## config.mk

```make
export PLATFORM = sky130hd
export DESIGN_NAME = arm_alu_arbiter
export DESIGN_NICKNAME = d
export VERILOG_FILES = /design/src/rtl/arm_alu_arbiter.sv
export SDC_FILE = /design/constraint.sdc
export NUM_CORES = 1
export LEC_CHECK = 0
export CORE_AREA = 4 4 119 121
export CTS_BUF_LIST = sky130_fd_sc_hd__clkbuf_2 sky130_fd_sc_hd__clkbuf_4 sky130_fd_sc_hd__clkbuf_8
export DETAILED_ROUTE_END_ITERATION = 10
export DIE_AREA = 0 0 123 125
export GPL_TIMING_DRIVEN = 0
export PLACE_DENSITY = 0.85
export SLEW_MARGIN = 20
export SYNTH_ARGS = -nofsm -noshare
export SYNTH_HDL_FRONTEND = slang
export SYNTH_SLANG_ARGS = --single-unit
```

## constraint.sdc

```tcl
create_clock -name clk -period 3.6 [get_ports clk]
set_input_delay 0.36 -clock clk [delete_from_list [all_inputs] [get_ports clk]]
set_output_delay 0.36 -clock clk [all_outputs]
set_load 0.005 [all_outputs]
```

## src/rtl/arm_alu_arbiter.sv

```systemverilog
`default_nettype none
// ============================================================================
// Module   : arm_alu_arbiter
// Purpose  : Round-robin arbiter sharing one combinational ARM ALU between two
//            requesters, with a one-entry response register per port.
// Revision : 1.0
// ============================================================================
module arm_alu_arbiter (
    input  logic        clk,
    input  logic        reset,
    input  logic        r0_valid,
    input  logic        r1_valid,
    output logic        r0_ready,
    output logic        r1_ready,
    input  logic [31:0] r0_op1,
    input  logic [31:0] r0_op2,
    input  logic [31:0] r1_op1,
    input  logic [31:0] r1_op2,
    input  logic [3:0]  r0_sel,
    input  logic [3:0]  r1_sel,
    output logic [31:0] alu_op1,
    output logic [31:0] alu_op2,
    output logic [3:0]  alu_op_sel,
    input  logic [31:0] alu_out,
    output logic        s0_valid,
    output logic        s1_valid,
    input  logic        s0_ready,
    input  logic        s1_ready,
    output logic [31:0] s0_result,
    output logic [31:0] s1_result,
    output logic        s0_n,
    output logic        s0_z,
    output logic        s1_n,
    output logic        s1_z,
    output logic        s0_wr,
    output logic        s1_wr
);

    localparam int c_DATA_W = 32;

    logic [1:0]          w_valid;
    logic [1:0]          w_s_ready;
    logic [1:0]          w_elig;
    logic [1:0]          w_grant;
    logic                w_wr;

    logic                r_last_grant;
    logic [1:0]          r_s_valid;
    logic [c_DATA_W-1:0] r_s_result [2];
    logic [1:0]          r_s_n;
    logic [1:0]          r_s_z;
    logic [1:0]          r_s_wr;

    assign w_valid   = {r1_valid, r0_valid};
    assign w_s_ready = {s1_ready, s0_ready};

    // A port may refill its response slot in the same cycle it is drained.
    assign w_elig = ~{2{reset}} & w_valid & (~r_s_valid | w_s_ready);

    assign w_grant[0] = w_elig[0] & (~w_elig[1] | r_last_grant);
    assign w_grant[1] = w_elig[1] & (~w_elig[0] | ~r_last_grant);

    assign r0_ready = w_grant[0];
    assign r1_ready = w_grant[1];

    assign alu_op1    = w_grant[1] ? r1_op1 : r0_op1;
    assign alu_op2    = w_grant[1] ? r1_op2 : r0_op2;
    assign alu_op_sel = w_grant[1] ? r1_sel : r0_sel;

    // TST/TEQ/CMP/CMN (8..11) only update flags.
    assign w_wr = (alu_op_sel[3:2] != 2'b10);

    always_ff @(posedge clk) begin
        if (reset) begin
            r_last_grant <= 1'b1;
        end else if (|w_grant) begin
            r_last_grant <= w_grant[1];
        end
    end

    generate
        for (genvar i = 0; i < 2; i++) begin : g_port
            always_ff @(posedge clk) begin
                if (reset) begin
                    r_s_valid[i]  <= 1'b0;
                    r_s_result[i] <= '0;
                    r_s_n[i]      <= 1'b0;
                    r_s_z[i]      <= 1'b0;
                    r_s_wr[i]     <= 1'b0;
                end else if (w_grant[i]) begin
                    r_s_valid[i]  <= 1'b1;
                    r_s_result[i] <= alu_out;
                    r_s_n[i]      <= alu_out[c_DATA_W-1];
                    r_s_z[i]      <= (alu_out == '0);
                    r_s_wr[i]     <= w_wr;
                end else if (w_s_ready[i]) begin
                    r_s_valid[i]  <= 1'b0;
                end
            end
        end
    endgenerate

    assign s0_valid  = r_s_valid[0];
    assign s1_valid  = r_s_valid[1];
    assign s0_result = r_s_result[0];
    assign s1_result = r_s_result[1];
    assign s0_n      = r_s_n[0];
    assign s1_n      = r_s_n[1];
    assign s0_z      = r_s_z[0];
    assign s1_z      = r_s_z[1];
    assign s0_wr     = r_s_wr[0];
    assign s1_wr     = r_s_wr[1];

endmodule
`default_nettype wire

```

==> results.toml, run 1 <==
[floorplanning]
dieArea_um2 = 15380
placementRows = 42
io_pins = 316
start_util = 0.2803
die_h_um = 125
core-area_um2 = 13090
die_x_um = 123

[sta]
finalSetupViolCount = 0
rsz0062_at_grt = "no"
tightest_slew_ns = 0.6775
final-hold-violation-count = 0
period_needed_ns = 3.244
clock_skew_ns = 0.01118
timing.fmax_mhz = 308.2
finalCritPeriodShare = 0.9012
max_slew_margin = 0.5466
slew_violations = 0

[clock_network]
numCtsBuffers = 9
path_clk_slew_ns = 0.08
htreeDepth = 3
cts-resized-gates = 0
cts-root-buf = "clkbuf_8"
insertion_delay_ns = 0.35
cts_tree = "yes"
clock_path_buffers = 2
post_cts.repair.setup_buffers = 0
cts_hold_buf = 0
cts_sinks = 73

[setup_path]
critical_path.max_stage_delay_ns = 0.56
crit_path_frequent_cell = "clkdlybuf4s50_1"
critPathBufInv = 4
crit_path_start_kind = "primary input"
end_kind = "primary output"
path_delay_family = "buffers and inverters"
slowest_stage = "clkdlybuf4s50_1"
cp_data_arrival_time_ns = 2.88
crit_type = "in2out"
path_cells = "clkdlybuf4s50_1 -> inv_2 -> nand3_1 -> nor2_4 -> buf_4 -> mux2_2 -> clkdlybuf4s50_1"
cp_max_fo = 10
cp_data_required_time_ns = 3.24

[layout]
design_area_um2 = 7301
final_cells = 779
mostFrequentLayoutCells = "clkdlybuf4s50_1, edfxtp_1, mux2_2, and3_1, and2_1"
areaGrowthSynthToFinish_pct = 99.08
final_nets = 770
drive_gt1_frac = 0.1581
final_common_cell = "clkdlybuf4s50_1"
multi_input_comb_area_um2 = 1469
final-seq-area_um2 = 2102
nFillCells = 1084

[power_and_ir_drop]
ir_drop_mv = 0.1467
p_comb_frac = 0.304
leakagePower_uw = 0.002779
p_int_uw = 1786
report.power.total_uw = 2346
swShare = 0.2389
power.share.clock = 0.263
pwr-share-seq = 0.433
power_density_nw_per_um2 = 321.3
switchingPower_uw = 560.4

[placement]
dpl.hpwl_mm = 14.49
place_area_um2 = 7106
place_congestion = 0.9212
portBuffers = 315
place_inst = 761

[route]
drc_errors = 0
via_count = 3557
firstDrtPassIters = 4
ant_nets = 0
drtIter0Drc = 207
via_per_inst = 4.566
avgRoutedWirePerCell_um = 21.88
routed_wl_mm = 17.05

[global_route]
grt_antenna_before_repair = 0
grt_max_degree = 21
grt_usage = 0.2179
grt_pass1_wl_mm = 24.39
grt_pass1_vias = 3955
overflow = 0

[logic_synthesis]
synth.avg_cell_area_um2 = 13.68
netlist_instances = 268
ys_seq_elements = 73
synth_cell_types = 30
yosysSeqAreaShare = 0.5732
syn-num-nets = 442
synth_area_um2 = 3667
yosysWarnings = 0

[worst_hold_path]
hp-class = "reg2reg"

[job]
maxCapViolCount = 0

[outcome]
outcome = "finished, final reports clean"
-- layout make-up --
class | instances | area share
antenna | 2 | 0.0006855
sequential | 73 | 0.2879
timing repair buffer | 317 | 0.4377
inverter | 4 | 0.002399
tap | 176 | 0.03016
clock buffer | 10 | 0.01799
multi-input combinational | 174 | 0.2012
buffer | 17 | 0.01388
clock inverter | 6 | 0.008055
-- cells in the mapped netlist --
cell / number / area share
o2bb2ai_1: 1 / 0.0024
nand4_1: 2 / 0.0034
and3b_4: 1 / 0.0034
inv_2: 1 / 0.0010
clkbuf_1: 7 / 0.0072
mux2_2: 61 / 0.19
nor2_1: 1 / 0.0010
mux2_1: 9 / 0.028
nand2b_4: 1 / 0.0038
or3_4: 1 / 0.0031
and3_1: 34 / 0.058
o31ai_1: 1 / 0.0020
buf_4: 10 / 0.020
nand2b_1: 3 / 0.0051
and2_1: 32 / 0.055
nor3_1: 1 / 0.0014
inv_4: 1 / 0.0017
inv_1: 2 / 0.0020
nor4_1: 8 / 0.014
o21ai_0: 4 / 0.0055
o22ai_1: 1 / 0.0017
nand2_1: 3 / 0.0031
nor2_4: 1 / 0.0031
o211ai_1: 1 / 0.0020
dfxtp_1: 9 / 0.049
edfxtp_1: 64 / 0.52
nor2b_1: 2 / 0.0034
nand3_1: 3 / 0.0041
a21oi_1: 2 / 0.0027
o21bai_1: 1 / 0.0020
-- logic make-up after synthesis --
| logic type | share of synthesized area |
|---|---|
| mux | 0.2149 |
| compound gates | 0.01843 |
| buf+inv | 0.03241 |
| simple gates | 0.1610 |
| flops | 0.5732 |
-- sequential cells by signal (all words and copies together), names as in the netlist --
signal,count
r_s_result,64
s1_valid,1
s1_z,1
s0_n,1
s0_z,1
r_last_grant,1
s1_wr,1
s0_valid,1
s1_n,1
s0_wr,1
-- power groups by stage --
stage / combinational (uW) / clock [uW] / sequential [uW]
6_report: 713 / 617 / 1020
5_1_grt: 761 / 668 / 1020
4_1_cts: 719 / 633 / 1020
3_5_place_dp: 712 / 0 / 1040
3_3_place_gp: 692 / 0 / 1040
2_1_floorplan: 172 / 0 / 1040
-- worst reg2reg max path, cell delays in order (launching register included) --
cell      delay, ns
dfxtp_1        0.35
nand2b_1       0.10
and3_1         0.29
o21ai_4        0.52
buf_16         0.24
-- path summary, 6_finish.rpt --
path	startpoint	endpoint	slack, ns	cells after the start
worst min-delay path	s0_n$_SDFFE_PP0P_	s0_n$_SDFFE_PP0P_	0.47	2
worst min register to register	s0_n$_SDFFE_PP0P_	s0_n$_SDFFE_PP0P_	0.47	2
worst max-delay path	reset	alu_op2[9]	0.36	7
worst max register to register	s0_valid$_SDFFE_PP0P_	r_s_result[1][14]$_SDFFCE_PN0P_	1.79	4
-- metal layers --
layer  global-route usage  vias to the layer above  wire length [um]
met5                    0                        -                 0
met4              0.07231                        0               469
met3               0.1030                       27              2224
met2               0.3686                      212              8372
met1               0.2394                     1655              5981
li1                     -                     1663                 -
-- per-stage QoR --
stage | setup TNS [ns] | hold WS [ns] | utilization | worst slack (ns)
2_1_floorplan | 0 | 0.4396 | - | 0.01609
3_3_place_gp | -93.63 | 0.4390 | 0.5381 | -1.491
3_5_place_dp | 0 | 0.4541 | 0.5430 | 0.3923
4_1_cts | 0 | 0.4695 | 0.5576 | 0.3769
5_1_grt | 0 | 0.4880 | 0.5576 | 0.2593
6_report | 0 | 0.4695 | 0.5579 | 0.3555
Power figures use the tool's default switching activity.
==> inputs of run 2 (changes only) <==
--- a/config.mk
+++ b/config.mk
@@ -9,7 +9,6 @@
 export CTS_BUF_LIST = sky130_fd_sc_hd__clkbuf_2 sky130_fd_sc_hd__clkbuf_4 sky130_fd_sc_hd__clkbuf_8
 export DETAILED_ROUTE_END_ITERATION = 10
 export DIE_AREA = 0 0 123 125
-export GPL_TIMING_DRIVEN = 0
 export PLACE_DENSITY = 0.85
 export SLEW_MARGIN = 20
 export SYNTH_ARGS = -nofsm -noshare
==> results.toml, run 2 (synthesis results as in run 1) <==
[route]
via_count = 3498
drc_errors = 0
firstDrtPassIters = 4
avgRoutedWirePerCell_um = 22.23
via_per_inst = 4.597
drtIter0Drc = 214
ant_nets = 0
routed_wl_mm = 16.92

[floorplanning]
die_h_um = 125
io_pins = 316
dieArea_um2 = 15380
core-area_um2 = 13090
placementRows = 42
die_x_um = 123
start_util = 0.2803

[setup_path]
slowest_stage = "clkdlybuf4s50_1"
path_delay_family = "buffers and inverters"
rr_startpoint = "s0_valid$_SDFFE_PP0P_"
cp_data_arrival_time_ns = 2.74
path_cells = "clkdlybuf4s50_1 -> inv_2 -> nand3_1 -> nor2_4 -> buf_12 -> mux2_1 -> clkdlybuf4s50_1"
cp_data_required_time_ns = 3.24
critPathBufInv = 4
critPathLaunch = "reset"
crit_type = "in2out"
critical_path.max_stage_delay_ns = 0.51
crit_path_frequent_cell = "clkdlybuf4s50_1"
crit_path_start_kind = "primary input"
end_kind = "primary output"
cp_max_fo = 56

[sta]
finalSetupViolCount = 0
clock_skew_ns = 0.01525
rsz0062_at_grt = "no"
tightest_slew_ns = 1.087
timing.fmax_mhz = 322.6
slew_violations = 0
final-hold-violation-count = 0
tns_ns = 0
max_slew_margin = 0.2736
period_needed_ns = 3.100
finalCritPeriodShare = 0.8610
worst_slack_ns = 0.5004

[global_route]
grt_pass1_wl_mm = 24.21
grt_antenna_before_repair = 0
overflow = 0
grt_max_degree = 57
grt_pass1_vias = 3900
grt_usage = 0.2154

[layout]
largest_reg_flops = 64
areaGrowthSynthToFinish_pct = 95.94
nFillCells = 1082
antenna_cells = 0
final_common_cell = "clkdlybuf4s50_1"
utilization = 0.5491
mostFrequentLayoutCells = "clkdlybuf4s50_1, edfxtp_1, mux2_2, and3_1, and2_1"
largest_register = "r_s_result"
final_nets = 756
drive_gt1_frac = 0.1470

[outcome]
outcome = "finished, final reports clean"

[clock_network]
post_cts.repair.setup_buffers = 0
path_clk_slew_ns = 0.08
numCtsBuffers = 9
cts_tree = "yes"
cts-resized-gates = 0
cts-root-buf = "clkbuf_8"
htreeDepth = 3
cts_sinks = 73
insertion_delay_ns = 0.34
cts_hold_buf = 0
clock_path_buffers = 2

[power_and_ir_drop]
switchingPower_uw = 528.5
p_comb_frac = 0.310
pwr-share-seq = 0.457
report.power.total_uw = 2229
power_density_nw_per_um2 = 310.2
power.share.clock = 0.233
ir_drop_mv = 0.1681
leakagePower_uw = 0.002713
swShare = 0.2371
p_int_uw = 1700

[worst_hold_path]
hp-start = "s0_n$_SDFFE_PP0P_"
hp-class = "reg2reg"

[placement]
dpl.hpwl_mm = 13.94
dp_slack_ns = 0.5083
portBuffers = 315
place_congestion = 0.9195

[job]
maxCapViolCount = 0
-- run 2: cell types whose count changed in the layout (fill, tap and decap cells not counted) --
cell        change
clkinvlp_4      +1
buf_8           -1
diode_2         -2
clkinv_4        -1
clkinv_2        -1
buf_12          +1
clkbuf_1        -7
buf_4           -7
bufinv_16       -1
-- run 2: worst paths after layout --
check	slack, ns	endpoint	cells after the start
setup / recovery	0.50	alu_op1[9]	7
setup reg to reg	1.54	s1_n$_SDFFE_PP0P_	4
hold / removal	0.46	s0_n$_SDFFE_PP0P_	2
hold reg to reg	0.46	s0_n$_SDFFE_PP0P_	2
-- run 2: metal layers --
| metal | GRT usage | share of wire | vias up | wire (um) |
|---|---|---|---|---|
| li1 | - | - | 1631 | - |
| met1 | 0.2469 | 0.37 | 1643 | 6279 |
| met5 | 0 | 0 | - | 0 |
| met4 | 0.04951 | 0.017 | 0 | 288 |
| met3 | 0.09711 | 0.12 | 17 | 2010 |
| met2 | 0.3673 | 0.49 | 207 | 8342 |
-- run 2: through the flow --
stage,hold WS [ns],std cells,instance area [um2]
floorplan,0.4396,268,3667
global placement,0.4345,746,7004
detailed placement,0.4520,746,7004
CTS,0.4638,760,7158
global route,0.4962,761,7186
finish,0.4621,761,7186
-- run 2: power by group through the flow --
stage	clock network, uW	registers [uW]	logic, uW
floorplan	0	1040	172
global placement	0	1030	682
detailed placement	0	1040	686
CTS	535	1020	694
global route	570	1020	741
finish	519	1020	692
-- run 2: final cells by class --
cell class	count	area [um2]	area share
well taps	176	220.2	0.03065
multi-input cells	174	1469	0.2044
repair buffers	320	3223	0.4485
flip-flops and latches	73	2102	0.2925
clock buffers	10	131.4	0.01828
clock inverters	4	22.52	0.003134
inverters	4	17.52	0.002438
-- run 2: tightest hold or removal path: cells and delay by family, from the launching register on --
family	cells	cell delay, ns
flops	1	0.32
buf+inv	1	0.05
compound gates	1	0.05
==> RTL edit: new RTL, settings of run 1 <==
Make the reset (`reset`) asynchronous in 2 clocked blocks.
--- a/src/rtl/arm_alu_arbiter.sv
+++ b/src/rtl/arm_alu_arbiter.sv
@@ -70,7 +70,7 @@
     // TST/TEQ/CMP/CMN (8..11) only update flags.
     assign w_wr = (alu_op_sel[3:2] != 2'b10);
 
-    always_ff @(posedge clk) begin
+    always_ff @(posedge clk or posedge reset) begin
         if (reset) begin
             r_last_grant <= 1'b1;
         end else if (|w_grant) begin
@@ -80,7 +80,7 @@
 
     generate
         for (genvar i = 0; i < 2; i++) begin : g_port
-            always_ff @(posedge clk) begin
+            always_ff @(posedge clk or posedge reset) begin
                 if (reset) begin
                     r_s_valid[i]  <= 1'b0;
                     r_s_result[i] <= '0;
Check against the original RTL: differs if reset is asserted again (counterexample within 4 cycles, from zero or initial values and one cycle with reset high); with reset held inactive, the same outputs for 4 cycles.
==> RTL edit against run 1 <==
Worst setup slack better by 0.42 ns. Sequential power up 12%. Hold slack worse by 0.077 ns. Synthesized area up 4.9%. Sequential cell count down 2. Wire length down 12%. Register-to-register slack better by 0.06 ns. Maximum frequency up 15%. Power up 33%. Design area up 1.9%. First-iteration DRC count down 55%. Critical path type unchanged. Largest cell class unchanged. Largest power group is now combinational logic. Highest routed layer is now met5.
==> RTL edit: results (changes against run 1) <==
- The share of cells above drive strength 1 came to 28.72% (was 15.81%).
- The global-route usage over all layers is 18.87% (was 21.79%).
- The initial antenna violation count is 2 (was 0).
- The final setup skew is 0.008054 ns (was 0.01118 ns).
- The worst endpoint data arrival time is 2.47 ns (was 2.88 ns).
- The routed wire length per instance is 19.74 um (was 21.88 um).
- The distinct cell type count of the synthesized netlist was 24 (was 30).
- The worst min-delay path category was in -> async (was reg -> reg).
- The placed cell area is 7252 um2 (was 7106 um2).
- The leakage power summed over all cells is 3.153 nW (was 2.779 nW).
- Commonest cells in the netlist: sky130_fd_sc_hd__mux2_2 (83), sky130_fd_sc_hd__dfrtp_1 (70), sky130_fd_sc_hd__mux2_4 (48), sky130_fd_sc_hd__nor4_1 (8) (was sky130_fd_sc_hd__edfxtp_1 (64), sky130_fd_sc_hd__mux2_2 (61), sky130_fd_sc_hd__and3_1 (34), sky130_fd_sc_hd__and2_1 (32), sky130_fd_sc_hd__buf_4 (10)).
- The global-route wire length before repair is 21,980 um (was 24,390 um).
- Result of the run: finished clean (unchanged).
- The post-synth net total is 429 (was 442).
- The largest stage delay on the critical path is 0.54 ns (was 0.56 ns).
- The fill cell instance count of the final layout is 1,070 (was 1,084).
- Cell types with the largest area share after synthesis: sky130_fd_sc_hd__dfrtp_1 (46%), sky130_fd_sc_hd__mux2_2 (24%), sky130_fd_sc_hd__mux2_4 (19%) (was sky130_fd_sc_hd__edfxtp_1 (52%), sky130_fd_sc_hd__mux2_2 (19%), sky130_fd_sc_hd__and3_1 (5.8%)).
- The worst slack at placement is 0.7219 ns (was 0.3923 ns).
- The DRC marker count from the first detailed-route iteration is 94 (was 207).
- The total via count after detailed routing came to 3,420 (was 3,557).
- The number of buffers outside the clock class in the layout is 332 (was 334).
- The cell count after placement is 747 (was 761).
- The placer's final routability congestion estimate is 0.8309 (was 0.9212).
- The fraction of area in clock buffers and inverters was 2.489% (was 2.605%).
- The gate count after technology mapping is 255 (was 268).
- The final antenna diode count is 1 (was 2).
- The area occupied by multi-input gates was 1899 um2 (was 1469 um2).
- The final layout net count is 756 (was 770).
- The cell-internal power is 2.321 mW (was 1.786 mW).
- The pin count of the biggest net entering global routing is 49 (was 21).
- The post-route cell area came to 7440 um2 (was 7301 um2).
- The fraction of standard cell area that is sequential is 23.90% (was 28.79%).
- The sequential area share after synthesis is 46.20% (was 57.32%).
- The multi-input combinational cell count was 164 (was 174).
- The total number of sequential cells is 71 (was 73).
- The post-synthesis async set-or-reset flop share is 100.0% (was 0%).
- The slew of the pin with the lowest slew margin is 0.4609 ns (was 0.6775 ns).
- The most common flop cell mapped by yosys is sky130_fd_sc_hd__dfrtp_1 (was sky130_fd_sc_hd__edfxtp_1).
- The number of cells on the worst reg-to-reg path is 5 (was 4).
- The via count of the first global-routing pass is 3,824 (was 3,955).
- The share of final layout cell area taken by non-clock buffers is 44.85% (was 45.16%).
[RTL edit: changes by cell type after synthesis, sizes merged, moves of 2 or more]
cell           run 1  this run
dfrtp              0        70
edfxtp            64         0
and3              34         0
and2              32         0
clkbuf             7         0
nand3              3         0
buf               10        16
mux2              70       134
and2b              0         2
o21ai              4         0
dfxtp              9         0
[RTL edit: kinds of logic after synthesis]
group | count (synthesis) | share of synthesized area (%)
compound gates | 6 | 1.723
buf+inv | 20 | 4.454
flops | 71 | 46.20
mux | 134 | 43.89
simple gates | 24 | 3.738
[RTL edit: worst register-to-register path: stages (launching register included)]
cell and delay [ns]:
sky130_fd_sc_hd__dfstp_2 0.55, sky130_fd_sc_hd__nand2_1 0.08, sky130_fd_sc_hd__o211ai_4 0.26, sky130_fd_sc_hd__buf_6 0.23
sky130_fd_sc_hd__buf_8 0.20, sky130_fd_sc_hd__mux2_4 0.32
[RTL edit: power groups by stage]
stage          sequential [mW]  combinational (mW)  clock [mW]
2_1_floorplan             1.15               0.471           0
3_3_place_gp              1.14                1.35           0
3_5_place_dp              1.16                1.37           0
4_1_cts                   1.14                1.38       0.643
5_1_grt                   1.17                1.45       0.678
6_report                  1.14                1.36       0.621
[RTL edit: path summary, 6_finish.rpt]
path | from | to | slack [ns]
setup / recovery | reset | alu_op2[29] | 0.77
hold / removal | reset | s0_wr | 0.39
setup reg to reg | r_last_grant | s1_result[24] | 1.85
hold reg to reg | s0_result[2] | s0_result[2] | 0.50
max in group asynchronous | reset | s0_result[26] | 2.66
min in group clk | s0_result[2] | s0_result[2] | 0.50
[RTL edit: per-layer routing]
metal / vias up / part of all wire [%] / GRT usage, %
met4: 2 / 1.1 / 4.756
met1: 1653 / 37 / 21.04
met3: 16 / 8.4 / 6.052
met5: - / 0.13 / 0
li1: 1581 / - / -
met2: 168 / 53 / 34.35
